===== src/rtl/stopwatch_pkg.sv =====
// Shared constants for the stopwatch run/pause/clear/adjust sequencer.
// Optional lap-hold build: define LAP_HOLD_EN (see stopwatch_ctrl.sv).
package stopwatch_pkg;

  // Controller state encodings (also driven onto the debug LEDs)
  localparam logic [1:0] RUN   = 2'd0;
  localparam logic [1:0] PAUSE = 2'd1;
  localparam logic [1:0] ADJ   = 2'd2;

  // Field select switch polarity
  localparam logic SEL_MIN = 1'b1;
  localparam logic SEL_SEC = 1'b0;

  // 10 ms of stability at 100 MHz; width must satisfy 2**DEF_DB_W > DEF_DB_CYCLES
  localparam int unsigned DEF_DB_CYCLES = 1000000;
  localparam int unsigned DEF_DB_W      = 20;

endpackage


===== src/rtl/stopwatch_ctrl_if.sv =====
// Strobe/blanking bundle from the stopwatch sequencer to the counter and
// the 7-segment driver. With LAP_HOLD_EN defined it also carries disp_hold.
interface stopwatch_ctrl_if;

  logic       cnt_inc;
  logic       cnt_clr;
  logic       adj_min_inc;
  logic       adj_sec_inc;
  logic       blank_min;
  logic       blank_sec;
  logic [1:0] state_o;
`ifdef LAP_HOLD_EN
  logic       disp_hold;
`endif

  // Sequencer side
  modport master (
    output cnt_inc,
    output cnt_clr,
    output adj_min_inc,
    output adj_sec_inc,
    output blank_min,
    output blank_sec,
`ifdef LAP_HOLD_EN
    output disp_hold,
`endif
    output state_o
  );

  // Counter / display side
  modport slave (
    input cnt_inc,
    input cnt_clr,
    input adj_min_inc,
    input adj_sec_inc,
    input blank_min,
    input blank_sec,
`ifdef LAP_HOLD_EN
    input disp_hold,
`endif
    input state_o
  );

endinterface


===== src/rtl/stopwatch_ctrl_btn_debounce.sv =====
// Button conditioning: 2-flop synchroniser, stable-count debouncer and a
// registered one-cycle pulse on each rising edge of the debounced level.
// Raw edge to pulse is 2 + DB_CYCLES + 1 clk cycles.
module btn_debounce
  import stopwatch_pkg::*;
#(
  parameter int unsigned DB_CYCLES = DEF_DB_CYCLES,
  parameter int unsigned DB_W      = DEF_DB_W
) (
  input  logic clk,
  input  logic rst_n,
  input  logic btn,
  output logic press
);

  localparam logic [DB_W-1:0] CNT_LAST = DB_W'(DB_CYCLES - 1);

  logic [1:0]      sync;
  logic            lvl;
  logic            lvl_d;
  logic [DB_W-1:0] cnt;

  // Bring the raw button into the clk domain
  always_ff @(posedge clk or negedge rst_n) begin
    if (!rst_n) sync <= '0;
    else        sync <= {sync[0], btn};
  end

  // Flip the level only after DB_CYCLES consecutive disagreeing samples
  always_ff @(posedge clk or negedge rst_n) begin
    if (!rst_n) begin
      lvl <= 1'b0;
      cnt <= '0;
    end else if (sync[1] == lvl) begin
      cnt <= '0;
    end else if (cnt == CNT_LAST) begin
      lvl <= sync[1];
      cnt <= '0;
    end else begin
      cnt <= cnt + DB_W'(1);
    end
  end

  // One-cycle pulse on the debounced rising edge
  always_ff @(posedge clk or negedge rst_n) begin
    if (!rst_n) begin
      lvl_d <= 1'b0;
      press <= 1'b0;
    end else begin
      lvl_d <= lvl;
      press <= lvl & ~lvl_d;
    end
  end

endmodule


===== src/rtl/stopwatch_ctrl.sv =====
// Stopwatch run/pause/clear/adjust sequencer. Conditions the board buttons
// and switches, then issues registered one-cycle strobes to the mm:ss
// counter and blank masks to the display driver.
// Optional feature macro: LAP_HOLD_EN (adds btn_lap input and disp_hold).
module stopwatch_ctrl
  import stopwatch_pkg::*;
#(
  parameter int unsigned DB_CYCLES = DEF_DB_CYCLES,
  parameter int unsigned DB_W      = DEF_DB_W
) (
  input  logic clk,
  input  logic rst_n,
  input  logic unit_tick,
  input  logic fast_tick,
  input  logic blink_lvl,
  input  logic btn_pause,
  input  logic btn_clr,
  input  logic sw_adj,
  input  logic sw_sel,
`ifdef LAP_HOLD_EN
  input  logic btn_lap,
`endif
  stopwatch_ctrl_if.master cnt_bus
);

  logic       pause_p;
  logic       clr_p;
  logic [1:0] adj_sync;
  logic [1:0] sel_sync;
  logic       sw_adj_s;
  logic       sw_sel_s;

  logic [1:0] state;
  logic [1:0] state_nxt;
  logic [1:0] saved_state;
  logic [1:0] saved_nxt;
  logic       inc_q,  inc_nxt;
  logic       clr_q,  clr_nxt;
  logic       min_q,  min_nxt;
  logic       sec_q,  sec_nxt;

  btn_debounce #(.DB_CYCLES(DB_CYCLES), .DB_W(DB_W)) u_db_pause (
    .clk   (clk),
    .rst_n (rst_n),
    .btn   (btn_pause),
    .press (pause_p)
  );

  btn_debounce #(.DB_CYCLES(DB_CYCLES), .DB_W(DB_W)) u_db_clr (
    .clk   (clk),
    .rst_n (rst_n),
    .btn   (btn_clr),
    .press (clr_p)
  );

  // Switches are level controls: synchronise only, no debounce
  always_ff @(posedge clk or negedge rst_n) begin
    if (!rst_n) begin
      adj_sync <= '0;
      sel_sync <= '0;
    end else begin
      adj_sync <= {adj_sync[0], sw_adj};
      sel_sync <= {sel_sync[0], sw_sel};
    end
  end

  assign sw_adj_s = adj_sync[1];
  assign sw_sel_s = sel_sync[1];

  // Next state and next strobes; clear overrides every increment
  always_comb begin
    state_nxt = state;
    saved_nxt = saved_state;
    inc_nxt   = 1'b0;
    clr_nxt   = clr_p;
    min_nxt   = 1'b0;
    sec_nxt   = 1'b0;
    case (state)
      RUN: begin
        inc_nxt = unit_tick;
        if (sw_adj_s) begin
          saved_nxt = RUN;
          state_nxt = ADJ;
        end else if (pause_p) begin
          state_nxt = PAUSE;
        end
      end
      PAUSE: begin
        if (sw_adj_s) begin
          saved_nxt = PAUSE;
          state_nxt = ADJ;
        end else if (pause_p) begin
          state_nxt = RUN;
        end
      end
      ADJ: begin
        if (fast_tick) begin
          min_nxt = (sw_sel_s == SEL_MIN);
          sec_nxt = (sw_sel_s == SEL_SEC);
        end
        if (!sw_adj_s) state_nxt = saved_state;
      end
      default: state_nxt = PAUSE;
    endcase
    if (clr_p) begin
      inc_nxt = 1'b0;
      min_nxt = 1'b0;
      sec_nxt = 1'b0;
    end
  end

  // State and registered strobes
  always_ff @(posedge clk or negedge rst_n) begin
    if (!rst_n) begin
      state       <= RUN;
      saved_state <= RUN;
      inc_q       <= 1'b0;
      clr_q       <= 1'b0;
      min_q       <= 1'b0;
      sec_q       <= 1'b0;
    end else begin
      state       <= state_nxt;
      saved_state <= saved_nxt;
      inc_q       <= inc_nxt;
      clr_q       <= clr_nxt;
      min_q       <= min_nxt;
      sec_q       <= sec_nxt;
    end
  end

`ifdef LAP_HOLD_EN
  logic lap_p;
  logic hold_q;
  logic hold_nxt;

  btn_debounce #(.DB_CYCLES(DB_CYCLES), .DB_W(DB_W)) u_db_lap (
    .clk   (clk),
    .rst_n (rst_n),
    .btn   (btn_lap),
    .press (lap_p)
  );

  // Lap toggles only while running; leaving RUN or clearing drops the hold
  always_comb begin
    hold_nxt = hold_q;
    if (state == RUN && lap_p) hold_nxt = ~hold_q;
    if (state_nxt != state && (state_nxt == PAUSE || state_nxt == ADJ)) hold_nxt = 1'b0;
    if (clr_p) hold_nxt = 1'b0;
  end

  // Display hold register
  always_ff @(posedge clk or negedge rst_n) begin
    if (!rst_n) hold_q <= 1'b0;
    else        hold_q <= hold_nxt;
  end

  assign cnt_bus.disp_hold = hold_q;
`endif

  assign cnt_bus.cnt_inc     = inc_q;
  assign cnt_bus.cnt_clr     = clr_q;
  assign cnt_bus.adj_min_inc = min_q;
  assign cnt_bus.adj_sec_inc = sec_q;
  assign cnt_bus.state_o     = state;

  // Blink the field being adjusted; state resets to RUN so blanks are 0 in reset
  assign cnt_bus.blank_min = (state == ADJ) & (sw_sel_s == SEL_MIN) & blink_lvl;
  assign cnt_bus.blank_sec = (state == ADJ) & (sw_sel_s == SEL_SEC) & blink_lvl;

endmodule


===== src/flat_wrapper.sv =====
// flat-port wrapper written by rule: the top's interface ports become plain ports
module stopwatch_ctrl_flat import stopwatch_pkg::*;
#(
  parameter int unsigned DB_CYCLES = DEF_DB_CYCLES,
  parameter int unsigned DB_W      = DEF_DB_W
)
  (clk, rst_n, unit_tick, fast_tick, blink_lvl, btn_pause, btn_clr, sw_adj, sw_sel, cnt_bus_cnt_inc, cnt_bus_cnt_clr, cnt_bus_adj_min_inc, cnt_bus_adj_sec_inc, cnt_bus_blank_min, cnt_bus_blank_sec, cnt_bus_state_o);
  stopwatch_ctrl_if cnt_bus_i ();
  input  logic clk;
  input  logic rst_n;
  input  logic unit_tick;
  input  logic fast_tick;
  input  logic blink_lvl;
  input  logic btn_pause;
  input  logic btn_clr;
  input  logic sw_adj;
  input  logic sw_sel;
  output wire logic [$bits(cnt_bus_i.cnt_inc)-1:0] cnt_bus_cnt_inc;
  output wire logic [$bits(cnt_bus_i.cnt_clr)-1:0] cnt_bus_cnt_clr;
  output wire logic [$bits(cnt_bus_i.adj_min_inc)-1:0] cnt_bus_adj_min_inc;
  output wire logic [$bits(cnt_bus_i.adj_sec_inc)-1:0] cnt_bus_adj_sec_inc;
  output wire logic [$bits(cnt_bus_i.blank_min)-1:0] cnt_bus_blank_min;
  output wire logic [$bits(cnt_bus_i.blank_sec)-1:0] cnt_bus_blank_sec;
  output wire logic [$bits(cnt_bus_i.state_o)-1:0] cnt_bus_state_o;
  assign cnt_bus_cnt_inc = cnt_bus_i.cnt_inc;
  assign cnt_bus_cnt_clr = cnt_bus_i.cnt_clr;
  assign cnt_bus_adj_min_inc = cnt_bus_i.adj_min_inc;
  assign cnt_bus_adj_sec_inc = cnt_bus_i.adj_sec_inc;
  assign cnt_bus_blank_min = cnt_bus_i.blank_min;
  assign cnt_bus_blank_sec = cnt_bus_i.blank_sec;
  assign cnt_bus_state_o = cnt_bus_i.state_o;
  stopwatch_ctrl #(.DB_CYCLES(DB_CYCLES), .DB_W(DB_W)) u_core (.clk(clk), .rst_n(rst_n), .unit_tick(unit_tick), .fast_tick(fast_tick), .blink_lvl(blink_lvl), .btn_pause(btn_pause), .btn_clr(btn_clr), .sw_adj(sw_adj), .sw_sel(sw_sel), .cnt_bus(cnt_bus_i));
endmodule

===== config.mk =====
export PLATFORM = sky130hd
export DESIGN_NAME = stopwatch_ctrl_flat
export DESIGN_NICKNAME = d
export VERILOG_FILES = /design/src/rtl/stopwatch_pkg.sv /design/src/rtl/stopwatch_ctrl_if.sv /design/src/rtl/stopwatch_ctrl_btn_debounce.sv /design/src/rtl/stopwatch_ctrl.sv /design/src/flat_wrapper.sv
export SDC_FILE = /design/constraint.sdc
export NUM_CORES = 1
export LEC_CHECK = 0
export CAP_MARGIN = 40
export CORE_MARGIN = 4
export CORE_UTILIZATION = 50
export CTS_CLUSTER_DIAMETER = 80
export DETAILED_ROUTE_END_ITERATION = 10
export GPL_TIMING_DRIVEN = 0
export HOLD_SLACK_MARGIN = 0.12
export PLACE_DENSITY = 0.69
export SYNTH_ARGS = -nofsm -noshare
export SYNTH_HDL_FRONTEND = slang
export SYNTH_SLANG_ARGS = --single-unit
export TNS_END_PERCENT = 50

===== constraint.sdc =====
create_clock -name clk -period 3.7 [get_ports clk]
set_input_delay 0.37 -clock clk [delete_from_list [all_inputs] [get_ports clk]]
set_output_delay 0.37 -clock clk [all_outputs]
set_load 0.02 [all_outputs]

Yosys cells after proc, flatten, opt, wreduce, memory -nomap -nowiden:

Index checks and enable logic that the tools add are counted.

* output and inout bits: 8
* flip-flop bits (word level): 62
* logic and storage cells: 69
* bits of input ports: 9

* add/subtract/negate cells: 2
* reduce and logical (&&, ||, !) cells: 6
* equal/unequal tests: 11
* bitwise operators: 11
* muxes and demuxes: 21

Operators with widths (count)
* 20-bit 2-to-1 mux: 4
* 20-bit by 1-bit adder with 20-bit output (second input constant): 2
* 20-bit equality test (second input constant): 2
* 2-bit 2-to-1 mux: 7
* 1-bit 2-to-1 mux: 8
* 1-bit AND: 6
* 3-bit by 2-bit inequality test with 1-bit output (second input constant): 2
* 2-bit one-hot mux with 3 select lines: 1
* 3-bit AND reduction: 2
* 1-bit NOT: 5
* 2-bit by 1-bit inequality test with 1-bit output (second input constant): 2
* 2-bit one-hot mux with 2 select lines: 1
* 2-bit AND reduction: 2
* 1-bit equality test: 2
* 2-bit by 1-bit equality test with 1-bit output (second input constant): 1
* 2-bit equality test (second input constant): 1
* 2-bit logical NOT: 1
* 2-bit inequality test (second input constant): 1
* 2-bit nonzero test: 1

Longest topological paths before layout:

* depth in word-level cells: 4
* mapped depth: 6
* mapped depth without buffers: 5

Cells and area by module:

A second synthesis with hierarchy kept.

* cell total of the unflattened synthesis: 248
* area total of the unflattened synthesis: 2730.1 sq um

By module, submodules not included
* btn_debounce: cells each 111, instances 2, seq. area each 625.6 sq um, area each 1171.1 sq um
* stopwatch_ctrl: cells each 26, instances 1, seq. area each 275.3 sq um, area each 387.9 sq um

Worst setup path after synthesis:

No wires, ideal clock.

* path type: register to register
* from: register u_core.u_db_clr.cnt[16]
* to: register u_core.u_db_clr.cnt[11]
* buffers on the path: 1
* library setup time: 0.119 ns
* stages on the path, launching flop included: 6
* data required time: 3.581 ns
* arrival time: 1.634 ns
* slack: 1.947 ns
* cells stage by stage: dfrtp_1 nand3_1 or4b_4 o31ai_4 buf_6 nor2_1

* longest elaborated chain between the ends: 3

Ends and longest elaborated chain
* from (decl): RTL line stopwatch_ctrl_btn_debounce.sv:21 `logic [DB_W-1:0] cnt;`
* from (signal assigned): RTL line stopwatch_ctrl_btn_debounce.sv:40 `cnt <= cnt + DB_W'(1);`
* 20-bit equality test: RTL line stopwatch_ctrl_btn_debounce.sv:36 `end else if (cnt == CNT_LAST) begin`
* 20-bit 2-to-1 mux: RTL line stopwatch_ctrl_btn_debounce.sv:36
* 20-bit 2-to-1 mux: RTL line stopwatch_ctrl_btn_debounce.sv:34 `end else if (sync[1] == lvl) begin`

No other way between the ends.
A chain may end at the register's enable or synchronous reset.

Final worst setup path:

* from: register u_core.state[1], in the netlist u_core.cnt_bus.state_o[1]
* to: output port cnt_bus_blank_min

* longest elaborated chain between the ends: 3

Ends and longest elaborated chain
* from (decl): RTL line stopwatch_ctrl.sv:33 `logic [1:0] state;`
* from (signal assigned): RTL line stopwatch_ctrl.sv:122 `state <= state_nxt;`
* 2-bit equality test: RTL line stopwatch_ctrl.sv:167 `assign cnt_bus.blank_min = (state == ADJ) & (sw_sel_s == SEL_MIN) & blink_lvl;`
* 1-bit AND (2 in series): RTL line stopwatch_ctrl.sv:167
* to (decl): RTL line flat_wrapper.sv:22 `output wire logic [$bits(cnt_bus_i.blank_min)-1:0] cnt_bus_blank_min;`

No other way between the ends.

==> metrics.json <==
{
  "status": {
    "outcome": "completed"
  },
  "floorplan": {
    "core_mm2": 0.005205,
    "pin_count": 17,
    "die_area_mm2": 0.006726,
    "initial_cell_density_of_the_core": 0.5262,
    "row_count": 26,
    "die_width_um": 82.01,
    "die-height_um": 82.01
  },
  "detailed_routing": {
    "post_route_drc": 0,
    "route.detailed.wl_per_inst_um": 13.36,
    "drt_first_pass_iters": 4,
    "detailroute.via_count": 1887,
    "route.antenna.remaining_nets": 0,
    "drt-vias-per-instance": 5.438,
    "wirelength_mm": 4.637,
    "initialDrtViolationCount": 95
  },
  "sta": {
    "timing.slew.headroom": 0.5809,
    "worstMarginPinSlew_ps": 628.7,
    "final.period_utilization": 0.5849,
    "final-hold-violation-count": 0,
    "timing.clock.skew_ps": 6.016,
    "achievable-frequency_mhz": 462.0,
    "slew_violations": 0,
    "rsz0062_at_grt": "no",
    "setup-tns-final_ps": 0,
    "setup_viol_count_final": 0,
    "layout_min_cycle_time_ps": 2164
  },
  "setup_path": {
    "worst-endpoint-required_ps": 3330,
    "worst-endpoint-arrival_ps": 1790,
    "crit_path_start": "u_core.cnt_bus.state_o[1]",
    "critical_path_class": "reg -> out",
    "critical_path.reg2reg.startpoint": "u_core.u_db_clr.cnt[16]",
    "reg2reg_to": "u_core.u_db_clr.cnt[7]",
    "worst-r2r-cell-count": 5,
    "timing.reg2reg.setup_slack_ps": 1680,
    "worstSetupEndpointType": "output pin",
    "worst-path-max-fanout": 7,
    "worst_setup_path_start_kind": "register"
  },
  "placed_design": {
    "buffer_ports.inserted": 16,
    "hpwlAfterDp_mm": 3.293,
    "gp_routability_congestion": 0.7603,
    "postPlaceCellArea_mm2": 0.003002,
    "placed_cells": 332
  },
  "power": {
    "power_density_mw_per_mm2": 392.9,
    "power.ir.vdd_worst_v": 0.0001738,
    "cellLeakagePower_nw": 1.331
  },
  "clocking": {
    "numCtsBuffers": 9,
    "h_tree_depth": 3,
    "path_clk_slew_ps": 60,
    "max-clock-path-buffers": 2,
    "tritoncts_clock_tree": "done",
    "clock_tree_root": "sky130_fd_sc_hd__clkbuf_8",
    "worst_skew_pair.late_latency_ps": 330,
    "cts_sinks": 61
  },
  "layout": {
    "finish.net_count": 285,
    "syn_to_final_growth_pct": 15.99,
    "fin_area_mm2": 0.003177,
    "n_antenna_cell": 0,
    "utilization": 0.6103,
    "final_layout_size_suffix_gt1_frac": 0.1155,
    "stdcell_count": 347
  },
  "worst_hold_path": {
    "worstHoldEndpoint": "u_core.u_db_clr.sync[1]",
    "worstHoldStart": "u_core.u_db_clr.sync[0]",
    "hold_path.class": "reg -> reg",
    "holdPathStages": 0
  },
  "global_routing": {
    "grt_max_degree": 35,
    "grt_overflow": 0,
    "grt_first_pass_wirelength_mm": 8.224,
    "global_route.usage.total": 0.1614,
    "antenna_found_initial": 0,
    "grt_pass1_vias": 1874
  },
  "synthesis": {
    "synth_area_leaders": "sky130_fd_sc_hd__dfrtp_1 56%, sky130_fd_sc_hd__xnor2_1 5.1%, sky130_fd_sc_hd__nor2_1 4.5%",
    "synth_enable_flop_cells": 0,
    "ys_ff_latch": 61,
    "synth_nets": 256,
    "yosysUniqueCellTypes": 39,
    "yosysSeqAreaShare": 0.5573,
    "synth_top_cells_by_count": "61 x sky130_fd_sc_hd__dfrtp_1, 33 x sky130_fd_sc_hd__nor2_1, 16 x sky130_fd_sc_hd__xnor2_1",
    "yosys.cell_count.top_type": "sky130_fd_sc_hd__dfrtp_1",
    "synth-async-reset-ratio": 1.000,
    "netlist_instances": 245,
    "total_standard_cell_area_after_synthesis_mm2": 0.002739,
    "synthesis.yosys.warnings": 0,
    "synth_area_per_cell_um2": 11.18,
    "synth_top_flop_cell": "sky130_fd_sc_hd__dfrtp_1",
    "synth.top_cell.area_share": 0.5573,
    "synth_top_area_cell": "sky130_fd_sc_hd__dfrtp_1"
  },
  "flow_run": {
    "timing.max_cap.violations": 0
  }
}
-- cells in the final DEF (no fill, tap or decap), drive strengths merged --
| cell type | instances |
|---|---|
| and2 | 2 |
| o21ai | 5 |
| nor4bb | 2 |
| nor4 | 7 |
| inv | 6 |
| clkinv | 2 |
| a21oi | 9 |
| or3 | 4 |
| nor2b | 4 |
| nand2b | 1 |
| nor3 | 7 |
| nand4 | 10 |
| nand2 | 11 |
| and4b | 1 |
| mux2i | 2 |
| dlygate4sd3 | 1 |
| nand3 | 14 |
| a21boi | 1 |
| and4 | 3 |
| buf | 6 |
| or4 | 6 |
| dfrtp | 61 |
| clkdlybuf4s50 | 15 |
| xor2 | 13 |
| and3 | 6 |
| ha | 2 |
| and3b | 1 |
| mux2 | 3 |
| nor2 | 33 |
| o31ai | 7 |
| or4b | 2 |
| nor4b | 2 |
| clkbuf | 12 |
| xnor2 | 16 |
-- area by class of cell --
type	count	area, µm²
multi-input combinational	174	1157
clock inverter	2	10.01
sequential	61	1526
clock buffer	12	155.1
tap	70	87.58
inverter	6	22.52
fill	442	2028
buffer	4	32.53
timing repair buffer	18	185.2
-- worst max-delay path, cell delays in order, from the launching register on --
cell	delay [ps]
sky130_fd_sc_hd__dfrtp_1	430
sky130_fd_sc_hd__nor2b_1	260
sky130_fd_sc_hd__and3_1	190
sky130_fd_sc_hd__clkdlybuf4s50_1	590
-- state kept, by name, indices dropped and copies added, names as in the netlist, 2 cells and up --
| name | count |
|---|---|
| u_core.u_db_clr.cnt | 20 |
| u_core.cnt_bus.state_o | 2 |
| u_core.u_db_pause.cnt | 20 |
| u_core.u_db_clr.sync | 2 |
| u_core.adj_sync | 2 |
| u_core.u_db_pause.sync | 2 |
| u_core.sel_sync | 2 |
-- kinds of logic (layout without fill, tap and decap cells) --
kind of cell | Yosys count | in the layout | share of synthesized area
xor+xnor | 29 | 29 | 0.09274
mux | 5 | 5 | 0.01964
simple gates | 116 | 116 | 0.2435
flops | 61 | 61 | 0.5573
compound gates | 22 | 22 | 0.05756
buf+inv | 10 | 42 | 0.02010
fa+ha+maj | 2 | 2 | 0.009135
-- power breakdown --
part / total, W / switching (W) / leakage (nW) / internal [W]
Combinational: 0.0000583 / 0.0000323 / 0.418 / 0.0000260
Sequential: 0.000688 / 0.00000879 / 0.824 / 0.000679
Clock: 0.000502 / 0.000232 / 0.0881 / 0.000270
Total: 0.00125 / 0.000273 / 1.33 / 0.000975
-- routing by layer --
metal / track usage / vias up / share of wire
met5: 0 / - / 0
met4: 0.08306 / 0 / 0.021
met3: 0.04496 / 11 / 0.041
met2: 0.2561 / 27 / 0.45
met1: 0.2009 / 916 / 0.48
li1: - / 933 / -
-- metrics by stage --
step | hold WS, ps | setup WS (ps) | total power [W]
6_report | 355.4 | 1536 | 0.001248
3_3_place_gp | 332.0 | 344.9 | 0.0007562
2_1_floorplan | 74.41 | 1947 | 0.0007235
5_1_grt | 363.1 | 1429 | 0.001298
4_1_cts | 355.0 | 1505 | 0.001266
3_5_place_dp | 340.4 | 1694 | 0.0007594
-- repair_timing --
action                                 4_1_cts  5_1_grt
buffers inserted                             0        0
endpoints found under the hold margin       27        0
hold buffers                                 1        0
gates resized for setup                      0        0
-- how the worst max path moves through the flow --
stage | depth (start not counted) | slack, ps | endpoint
detailed placement | 5 | 1690 | u_core.u_db_clr.cnt[13]
floorplan | 5 | 1950 | u_core.u_db_clr.cnt[11]
global route | 3 | 1430 | cnt_bus_blank_min
finish | 3 | 1540 | cnt_bus_blank_min
global placement | 1 | 340 | u_core.u_db_clr.cnt[0]
CTS | 3 | 1510 | cnt_bus_blank_min
Note: power is estimated with default switching activity, not from simulation.
